**config.mk**
```make
export PLATFORM = sky130hd
export DESIGN_NAME = demux_route_sequencer
export DESIGN_NICKNAME = d
export VERILOG_FILES = /design/src/rtl/demux_pkg.sv /design/src/rtl/demux_hold_timer.sv /design/src/rtl/demux_route_sequencer.sv
export SDC_FILE = /design/constraint.sdc
export NUM_CORES = 1
export LEC_CHECK = 0
export ABC_AREA = 0
export CAP_MARGIN = 20
export CORE_MARGIN = 4
export CORE_UTILIZATION = 45
export DETAILED_ROUTE_END_ITERATION = 8
export PLACE_DENSITY = 0.75
export REMOVE_ABC_BUFFERS = 1
export SYNTH_ARGS = -nofsm -noshare
export SYNTH_HDL_FRONTEND = slang
export SYNTH_SLANG_ARGS = --single-unit
export TNS_END_PERCENT = 10
```
**constraint.sdc**
```tcl
create_clock -name clk -period 4.45 [get_ports clk]
set_clock_uncertainty 0.2 [all_clocks]
set_input_delay 0.6675 -clock clk [delete_from_list [all_inputs] [get_ports clk]]
set_output_delay 0.6675 -clock clk [all_outputs]
set_load 0.05 [all_outputs]
```
**src/rtl/demux_pkg.sv**
```systemverilog
// Shared types and constants for the demux route sequencer.
//   state_t  : sequencer FSM states (IDLE, SETUP, DRIVE, GAP)
//   chan_t   : 2-bit demux channel index
//   xfer_t   : captured transfer payload (channel + data bit)
//   CNT_W    : width of the hold/gap down-counter
//   NUM_CHAN : number of demux output channels
package demux_pkg;

  localparam int unsigned CNT_W    = 8;
  localparam int unsigned NUM_CHAN = 4;

  typedef logic [1:0] chan_t;

  typedef enum logic [1:0] {
    IDLE  = 2'd0,
    SETUP = 2'd1,
    DRIVE = 2'd2,
    GAP   = 2'd3
  } state_t;

  typedef struct packed {
    chan_t chan;
    logic  data;
  } xfer_t;

endpackage

```
**src/rtl/demux_hold_timer.sv**
```systemverilog
// Loadable down-counter timing each sequencer phase.
// Ports:
//   clk      in   clock, rising edge
//   rst      in   synchronous active-high reset
//   load     in   reload the counter with load_val this edge
//   load_val in   CNT_W-bit phase length in cycles
//   done_c   out  combinational: counter sits at 1, i.e. last cycle of the phase
module demux_hold_timer
  import demux_pkg::*;
(
  input  logic             clk,
  input  logic             rst,
  input  logic             load,
  input  logic [CNT_W-1:0] load_val,
  output logic             done_c
);

  logic [CNT_W-1:0] count;

  // Counts down to zero and parks there until the next load.
  always_ff @(posedge clk) begin
    if (rst) begin
      count <= '0;
    end else if (load) begin
      count <= load_val;
    end else if (count != '0) begin
      count <= count - CNT_W'(1);
    end
  end

  assign done_c = (count == CNT_W'(1));

endmodule

```
**src/rtl/demux_route_sequencer.sv**
```systemverilog
// Upstream driver for a 1-to-4 demux: accepts single bits over valid/ready,
// picks an explicit or round-robin channel, and drives select/data/enable
// with break-before-make timing (select settles one cycle while disabled,
// data is held HOLD_CYCLES, then GAP_CYCLES disabled before the next accept).
// Optional build macro ROUTE_COUNT_EN adds per-channel saturating route
// counters on output chan_count.
// Ports:
//   clk        in   clock, rising edge
//   rst        in   synchronous active-high reset
//   in_valid   in   upstream has a bit to route
//   in_data    in   bit to route
//   in_chan    in   explicit channel (auto_mode = 0)
//   auto_mode  in   1 = round-robin channel, sampled on accept only
//   in_ready   out  combinational: idle and not in reset
//   dmx_I      out  demux data
//   dmx_S      out  demux select
//   dmx_En     out  demux enable, active-low
//   busy       out  transfer in progress
//   chan_count out  (ROUTE_COUNT_EN only) four 8-bit counters, channel k at [8k+7:8k]
module demux_route_sequencer
  import demux_pkg::*;
#(
  parameter int unsigned HOLD_CYCLES = 4,
  parameter int unsigned GAP_CYCLES  = 1
) (
  input  logic        clk,
  input  logic        rst,
  input  logic        in_valid,
  input  logic        in_data,
  input  logic [1:0]  in_chan,
  input  logic        auto_mode,
  output logic        in_ready,
  output logic        dmx_I,
  output logic [1:0]  dmx_S,
  output logic        dmx_En,
  output logic        busy
`ifdef ROUTE_COUNT_EN
  ,
  output logic [31:0] chan_count
`endif
);

  localparam logic [CNT_W-1:0] SETUP_VAL = CNT_W'(1);
  localparam logic [CNT_W-1:0] HOLD_VAL  = CNT_W'(HOLD_CYCLES);
  localparam logic [CNT_W-1:0] GAP_VAL   = CNT_W'(GAP_CYCLES);

  state_t           state, state_d;
  xfer_t            xfer, xfer_d;
  chan_t            rr_ptr, rr_d;
  logic             accept;
  logic             tmr_load;
  logic [CNT_W-1:0] tmr_val;
  logic             tmr_done;
  logic             dmx_I_d;
  chan_t            dmx_S_d;
  logic             dmx_En_d;
  logic             busy_d;

  assign in_ready = (state == IDLE) && !rst;
  assign accept   = in_valid && in_ready;

  demux_hold_timer u_timer (
    .clk      (clk),
    .rst      (rst),
    .load     (tmr_load),
    .load_val (tmr_val),
    .done_c   (tmr_done)
  );

  // Next-state, capture and phase-timer control; outputs follow the next state.
  always_comb begin
    state_d  = state;
    xfer_d   = xfer;
    rr_d     = rr_ptr;
    tmr_load = 1'b0;
    tmr_val  = '0;

    case (state)
      IDLE: begin
        if (accept) begin
          state_d     = SETUP;
          xfer_d.data = in_data;
          xfer_d.chan = auto_mode ? rr_ptr : chan_t'(in_chan);
          // chan_t is 2 bits wide, so the increment wraps 3 -> 0.
          if (auto_mode) rr_d = rr_ptr + chan_t'(1);
          tmr_load    = 1'b1;
          tmr_val     = SETUP_VAL;
        end
      end
      SETUP: begin
        if (tmr_done) begin
          state_d  = DRIVE;
          tmr_load = 1'b1;
          tmr_val  = HOLD_VAL;
        end
      end
      DRIVE: begin
        if (tmr_done) begin
          if (GAP_CYCLES != 0) begin
            state_d  = GAP;
            tmr_load = 1'b1;
            tmr_val  = GAP_VAL;
          end else begin
            state_d = IDLE;
          end
        end
      end
      GAP: begin
        if (tmr_done) state_d = IDLE;
      end
      default: state_d = IDLE;
    endcase

    // Captured channel only changes on accept, so select moves only into SETUP.
    dmx_S_d  = xfer_d.chan;
    dmx_En_d = (state_d != DRIVE);
    dmx_I_d  = (state_d == DRIVE) && xfer_d.data;
    busy_d   = (state_d != IDLE);
  end

  // State, capture and registered demux outputs.
  always_ff @(posedge clk) begin
    if (rst) begin
      state  <= IDLE;
      xfer   <= '0;
      rr_ptr <= '0;
      dmx_I  <= 1'b0;
      dmx_S  <= '0;
      dmx_En <= 1'b1;
      busy   <= 1'b0;
    end else begin
      state  <= state_d;
      xfer   <= xfer_d;
      rr_ptr <= rr_d;
      dmx_I  <= dmx_I_d;
      dmx_S  <= dmx_S_d;
      dmx_En <= dmx_En_d;
      busy   <= busy_d;
    end
  end

`ifdef ROUTE_COUNT_EN
  logic [NUM_CHAN-1:0][CNT_W-1:0] cnt_q;
  logic                           drive_entry;

  assign drive_entry = (state == SETUP) && (state_d == DRIVE);

  // One saturating counter per channel, bumped as a bit starts driving.
  always_ff @(posedge clk) begin
    if (rst) begin
      cnt_q <= '0;
    end else if (drive_entry && (cnt_q[xfer.chan] != '1)) begin
      cnt_q[xfer.chan] <= cnt_q[xfer.chan] + CNT_W'(1);
    end
  end

  assign chan_count = cnt_q;
`endif

endmodule

```
; Word level (Yosys, flattened, before mapping)
; Index checks and enable logic that the tools add are counted.
[totals]
word_cells = 44
output_inout_bits = 6
reg_bits = 18
in_bits = 7
[classes]
n_eq_ne = 6
n_reduce_logical = 11
add_sub_neg = 2
muxes = 17
[op_table]
columns = operator, count
row1 = 8-bit two-way mux, 2
row2 = 2-bit two-way mux, 5
row3 = 3-bit case mux with 3 select lines, 1
row4 = "8-bit by 1-bit equality test with 1-bit output, second input constant", 1
row5 = 2-bit case mux with 4 select lines, 1
row6 = 8-bit nonzero test, 1
row7 = "8-bit by 1-bit subtractor with 8-bit output, second input constant", 1
row8 = "2-bit equality test, second input constant", 3
row9 = 1-bit two-way mux, 6
row10 = 2-bit nonzero test, 2
row11 = 1-bit logical AND, 3
row12 = 3-bit two-way mux, 1
row13 = 3-bit AND reduction, 1
row14 = "2-bit by 1-bit adder with 2-bit output, second input constant", 1
row15 = "2-bit by 1-bit equality test with 1-bit output, second input constant", 1
row16 = 2-bit logical NOT, 1
row17 = "2-bit != test, second input constant", 1
row18 = 1-bit case mux with 2 select lines, 1
row19 = 2-bit AND reduction, 1
row20 = 2-bit OR reduction, 1
row21 = 1-bit logical NOT, 1

; Depth between registers and ports, before layout
[depth]
word_depth = 7
ltp_mapped = 8
depth_no_buf = 7

; Cells and area by module
; Synthesis repeated with hierarchy kept, for this count alone.
[unflattened]
hier_cells = 114
hier_area_um2 = 1049.8
[modules_own_cells]
columns = module, cells_each, n_inst, area_each_um2, seq_area_each_um2
row1 = demux_route_sequencer, 61, 1, 541.8, 200.2
row2 = demux_hold_timer, 53, 1, 508.0, 160.2

; Least setup slack after synthesis
; Ideal clock, no wire load.
[synth_path]
kind = in2out
from = in rst
to = out in_ready
t_arrival_ps = 1556
path_stages = 2
required_time_ps = 3582
setup_slack_ps = 2026
n_path_buf = 1
path_cell_list = clkbuf_1 > nor2b_1
[synth_via]
elab_chain_len = 2
[synth_lines]
columns = item, line_no
row1 = from (decl), demux_route_sequencer.sv:27  ; input logic rst,
row2 = 1-bit logical NOT, demux_route_sequencer.sv:59  ; assign in_ready = (state == IDLE) && !rst;
row3 = 1-bit logical AND, demux_route_sequencer.sv:59
row4 = to (decl), demux_route_sequencer.sv:32  ; output logic in_ready,
; No other way between the ends.

; Worst setup path in the final report
; Ends and elaborated chain as after synthesis.

==> results.ini <==
[clock_network]
cts.path.max_buffers=2
htree_num_levels=1
cts_inserted_buffers=3
clk_pin_slew_worst_paths_ps=110
postCtsSetupBuffers=0
cts_tree=built
cts.sinks=18
worstSkewPairLatency_ps=300
cts_resized=0
clockRootBuffer=clkbuf_4
holdBufCountCts=0

[yosys]
synth.yosys.seq_area_share_pct=36.4
async_flop_share_pct=0
yosys_warnings=0
ys_ff_latch=18
ys_top_cells_by_count=19 x nor2_1, 18 x dfxtp_1, 8 x ha_1, 8 x xor2_1, 6 x nand2_1
syn_inst=108
synth_enable_flop_cells=0
ys_types=37
synth.top_cell.area_share_pct=36.4
yosys.area.top_type=dfxtp_1
synthTopCellsByArea=dfxtp_1 36%, ha_1 10%, nor2_1 7.2%
ys.flop_type=dfxtp_1
avgSynthCellArea_sq_um=9.16
synth_area_sq_um=990
yosysMostFrequentCell=nor2_1

[grt]
antenna_found_initial=0
grt_pass1_wl_um=3200
grt_pass1_vias=783
grt_use_total_pct=15.1
grt_max_degree=16
grt_overflow=0

[power_and_ir_drop]
powerDensity_nw_per_um2=523
p_leak_nw=0.464
ir_drop_mv=0.327

[drt]
drc=0
vias=772
drt-pass1-iter-count=4
wl_um=1870
routedWlPerCell_um=12.8
post_drt_via_cell_ratio=5.29
drt_iter0_markers=18
drtAntennaViolNets=0

[setup_path]
crit_path_frequent_cell=clkdlybuf4s50_1
cpPeakStageDelay_ps=820
reg2reg_depth=7
path_max_fanout=15
worst_setup_path_start_kind=input port
cp-end-kind=output port
crit_slowest_cell=clkdlybuf4s50_1
crit_family=buffers and inverters
cp.required_ps=3580
cp.depth=3
critical_path_buf_inv_count=2
criticalPathCategory=in2out
path_cells=clkdlybuf4s50_1 > nor2b_1 > clkdlybuf4s50_1
arrival_ps=2310

[placement]
hpwl_um=1410
portBuffers=12
place.gp.congestion=0.965
placed_cells=142
pre_cts_ws_ps=1250

[final_layout]
drive_gt1_share_pct=10.9
final_cells=146
fillCellCount=182
n_antenna_cell=0
num-nets-final=135
syn_to_final_growth_pct=16.4

[run_status]
status=finished, final reports clean

[die]
rows=16
core_sq_um=2020
die_h_um=54.9
ios=13
initial_core_util_pct=48.9
die_w_um=54.9
die-area_sq_um=3010

[timing]
hold_viol=0
period_needed_ps=3180
layout_setup_ws_ps=1270
relSlewSlack_pct=65.8
worst_slew_pin_slew_ps=512
clock.fmax_mhz=315
min_period_over_period_pct=71.4
setup-tns-final_ps=0
drv_slew=0
holdWs_ps=280
rsz0062_at_grt=false
report.final.setup_viol=0

[worst_hold_path]
holdPathStages=2
worst_hold_path_type=reg2reg

[run]
cap_violations=0

[registers in the layout (all words and copies together) (netlist names)]
register,count
u_timer.count,8
xfer,3
rr_ptr,2
state,2
busy,1
dmx_En,1
dmx_I,1
[path summary, 6_finish.rpt]
kind | end | from | slack, ps
setup / recovery | in_ready | rst | 1270
hold / removal | xfer[0]$_SDFF_PP0_ | xfer[0]$_SDFF_PP0_ | 280
setup reg to reg | dmx_En$_SDFF_PP1_ | state[0]$_SDFF_PP0_ | 2330
hold reg to reg | xfer[0]$_SDFF_PP0_ | xfer[0]$_SDFF_PP0_ | 280
[layout make-up]
class | count | area (sq um) | area share (%)
Multi-Input combinational cell | 81 | 587 | 50.9
Sequential cell | 18 | 360 | 31.3
Timing Repair Buffer | 12 | 120 | 10.4
Clock buffer | 4 | 36.3 | 3.15
Tap cell | 27 | 33.8 | 2.93
Inverter | 4 | 15.0 | 1.30
[where the power goes]
group | internal, mW | switching, mW | leakage [nW]
clock network | 0.0499 | 0.0524 | 0.0210
logic | 0.117 | 0.160 | 0.296
registers | 0.191 | 0.0318 | 0.148
total | 0.358 | 0.245 | 0.464
[worst min-delay path: cells and delay by family, from the launching register on]
family | cells | cell delay [ps]
flops | 1 | 320
simple gates | 2 | 120
[cells by family (layout without fill, tap and decap cells)]
| logic type | Yosys count | count (layout) | synth area share [%] |
|---|---|---|---|
| XOR/XNOR | 9 | 9 | 7.97 |
| AO/OA/AOI/OAI | 16 | 16 | 13.5 |
| multiplexers | 2 | 2 | 2.02 |
| adder cells (fa/ha/maj) | 8 | 8 | 10.1 |
| AND/OR/NAND/NOR | 46 | 46 | 25.7 |
| flip-flops | 18 | 18 | 36.4 |
| buffers and inverters | 9 | 20 | 4.30 |
[placed cells by master (no fill, tap or decap), drive strengths merged, types with 3 or more instances in the layout]
cell           Yosys  final
o211ai             3      3
clkdlybuf4s50      0     12
a21oi              3      3
clkbuf             2      4
inv                4      4
nand2              6      6
nor3               5      5
ha                 8      8
dfxtp             18     18
nor2              19     19
a211oi             3      3
xor2               8      8
[per-layer routing]
layer  GRT usage [%]  part of all wire, %
met5               0                    0
met4            11.3                  3.2
met3            2.95                  4.0
met2            24.2                   44
met1            17.5                   49
[through the flow]
step / util, % / power [mW] / cell area [sq um]
floorplan: - / 0.443 / 962
global placement: 55.2 / 0.496 / 1120
detailed placement: 55.2 / 0.503 / 1120
CTS: 57.0 / 0.609 / 1150
global route: 57.0 / 0.651 / 1150
finish: 57.0 / 0.602 / 1150
No activity file was read; power rests on OpenSTA's default activity.
==> RTL edit (same flow settings) <==
Add an input register stage for `auto_mode`, with the module's reset; this delays it by one clock. The other inputs are not delayed to match.
--- a/src/rtl/demux_route_sequencer.sv
+++ b/src/rtl/demux_route_sequencer.sv
@@ -44,6 +44,16 @@
   localparam logic [CNT_W-1:0] HOLD_VAL  = CNT_W'(HOLD_CYCLES);
   localparam logic [CNT_W-1:0] GAP_VAL   = CNT_W'(GAP_CYCLES);
 
+  logic auto_mode_q;
+
+  always_ff @(posedge clk) begin
+    if (rst) begin
+      auto_mode_q <= '0;
+    end else begin
+      auto_mode_q <= auto_mode;
+    end
+  end
+
   state_t           state, state_d;
   xfer_t            xfer, xfer_d;
   chan_t            rr_ptr, rr_d;
@@ -80,9 +90,9 @@
         if (accept) begin
           state_d     = SETUP;
           xfer_d.data = in_data;
-          xfer_d.chan = auto_mode ? rr_ptr : chan_t'(in_chan);
+          xfer_d.chan = auto_mode_q ? rr_ptr : chan_t'(in_chan);
           // chan_t is 2 bits wide, so the increment wraps 3 -> 0.
-          if (auto_mode) rr_d = rr_ptr + chan_t'(1);
+          if (auto_mode_q) rr_d = rr_ptr + chan_t'(1);
           tmr_load    = 1'b1;
           tmr_val     = SETUP_VAL;
         end
Formal check against the unedited RTL: not equivalent (a bounded check fails within 4 cycles, from zero or initial values and one cycle with rst high).
==> RTL edit against the unedited design <==
Die area is 6.1% higher; combinational power up 81%; power is 42% higher; wire length rose by 2.0%; design area grew 5.4%; setup slack got worse by 0.17 ns; synthesized area up 7.2%; register-to-register slack better by 0.13 ns; sequential power rose by 19%; clock power down 16%; sequential cell count rose by 1; critical path type unchanged.
==> RTL edit: results (changes against the unedited design) <==
Syn Inst Count 107 (was 108); wire length of the first global-routing pass 3.332 mm (was 3.201 mm); main area contributors after synthesis dfxtp_1, ha_1, nor2_1 (unchanged); register area share after synthesis 35.85% (was 36.41%); GR Util met1 15.06% (was 17.54%); dpl cell area 1189 um^2 (was 1116 um^2); crit-path max FO 18 (was 15); compound-cell area share of the yosys netlist 18.16% (was 13.53%); r2r worst-path depth 6 (was 7); largest net degree at the start of global routing 19 (was 16); peak supply drop 0.4279 mV (was 0.3273 mV); DP Worst Slack 1.133 ns (was 1.255 ns); Crit-path slowest cell clkdlybuf4s50_1 (unchanged); arrival time worst endpoint 2.47 ns (was 2.31 ns); vias per inst 5.630 (was 5.288); Rel. slew slack 55.61% (was 65.75%); Leak 0.4535 nW (was 0.4644 nW); vias in the first global route 822 (was 783); Tot GR Track Use 12.66% (was 15.06%); fin nets 134 (was 135); CTS H-tree lvls 1 (unchanged); mux cell area share after synthesis 2.830% (was 2.023%); post-synthesis xor/xnor area fraction 4.953% (was 7.965%); Adder-Cell Fraction of Synth Area 9.434% (was 10.11%); layout cells sized above 1 15.25% (was 10.92%); status completed (unchanged); Routed WL per cell 13.06 um (was 12.80 um); post-CTS resize count 0 (unchanged); HPWL Detailed 1.461 mm (was 1.410 mm); DRT iter0 DRCs 16 (was 18); Post-synth top cells dfxtp_1, nor2_1, ha_1 (was nor2_1, dfxtp_1, ha_1, xor2_1, nand2_1); IO Port Bufs 12 (unchanged)
[RTL edit: cell types whose count changed in the layout (fill, tap and decap cells not counted), sizes merged, moves of 3 or more]
cell and change:
nor2 -10, xor2 -5, nand2 -3, nand3 +3, o211ai -3, or3 +3
[RTL edit: per-layer routing]
layer,wire (um),vias to the layer above
li1,-,406
met2,950,21
met3,79,2
met4,6,0
met1,871,393
met5,0,-
[RTL edit: path summary, 6_finish.rpt]
| path | startpoint | to | slack [ns] |
|---|---|---|---|
| worst min register to register | xfer[2]$_SDFFE_PP0P_ | xfer[2]$_SDFFE_PP0P_ | 0.30 |
| worst max-delay path | rst | in_ready | 1.11 |
| worst min-delay path | xfer[2]$_SDFFE_PP0P_ | xfer[2]$_SDFFE_PP0P_ | 0.30 |
| worst max register to register | u_timer.count[0]$_SDFFE_PP0P_ | u_timer.count[6]$_SDFFE_PP0P_ | 2.46 |
[RTL edit: critical path: cells and delay by family]
family | cells | cell delay, ns
buffers and inverters | 2 | 1.57
and+or+nand+nor | 1 | 0.24
[RTL edit: final cells by class]
cell class                      count  area (um^2)
Tap cell                           28        35.03
Multi-Input combinational cell     77        630.6
Fill cell                         204         1018
Clock buffer                        4        26.28
Timing Repair Buffer               12        120.1
Sequential cell                    19        380.4
Inverter                            6        22.52
[RTL edit: logic make-up (layout without fill, tap and decap cells)]
family / after synthesis / in the layout
and+or+nand+nor: 40 / 40
muxes: 3 / 3
adders and majority gates: 8 / 8
xor gates and xnor gates: 6 / 6
DFF: 19 / 19
AOI/OAI and AO/OA: 20 / 20
buffers and inverters: 11 / 22
[RTL edit: power breakdown]
part	switching [mW]	leakage [nW]	total [mW]	internal [mW]
logic	0.287	0.282	0.502	0.216
clock network	0.0513	0.0150	0.0861	0.0348
registers	0.0483	0.156	0.266	0.218
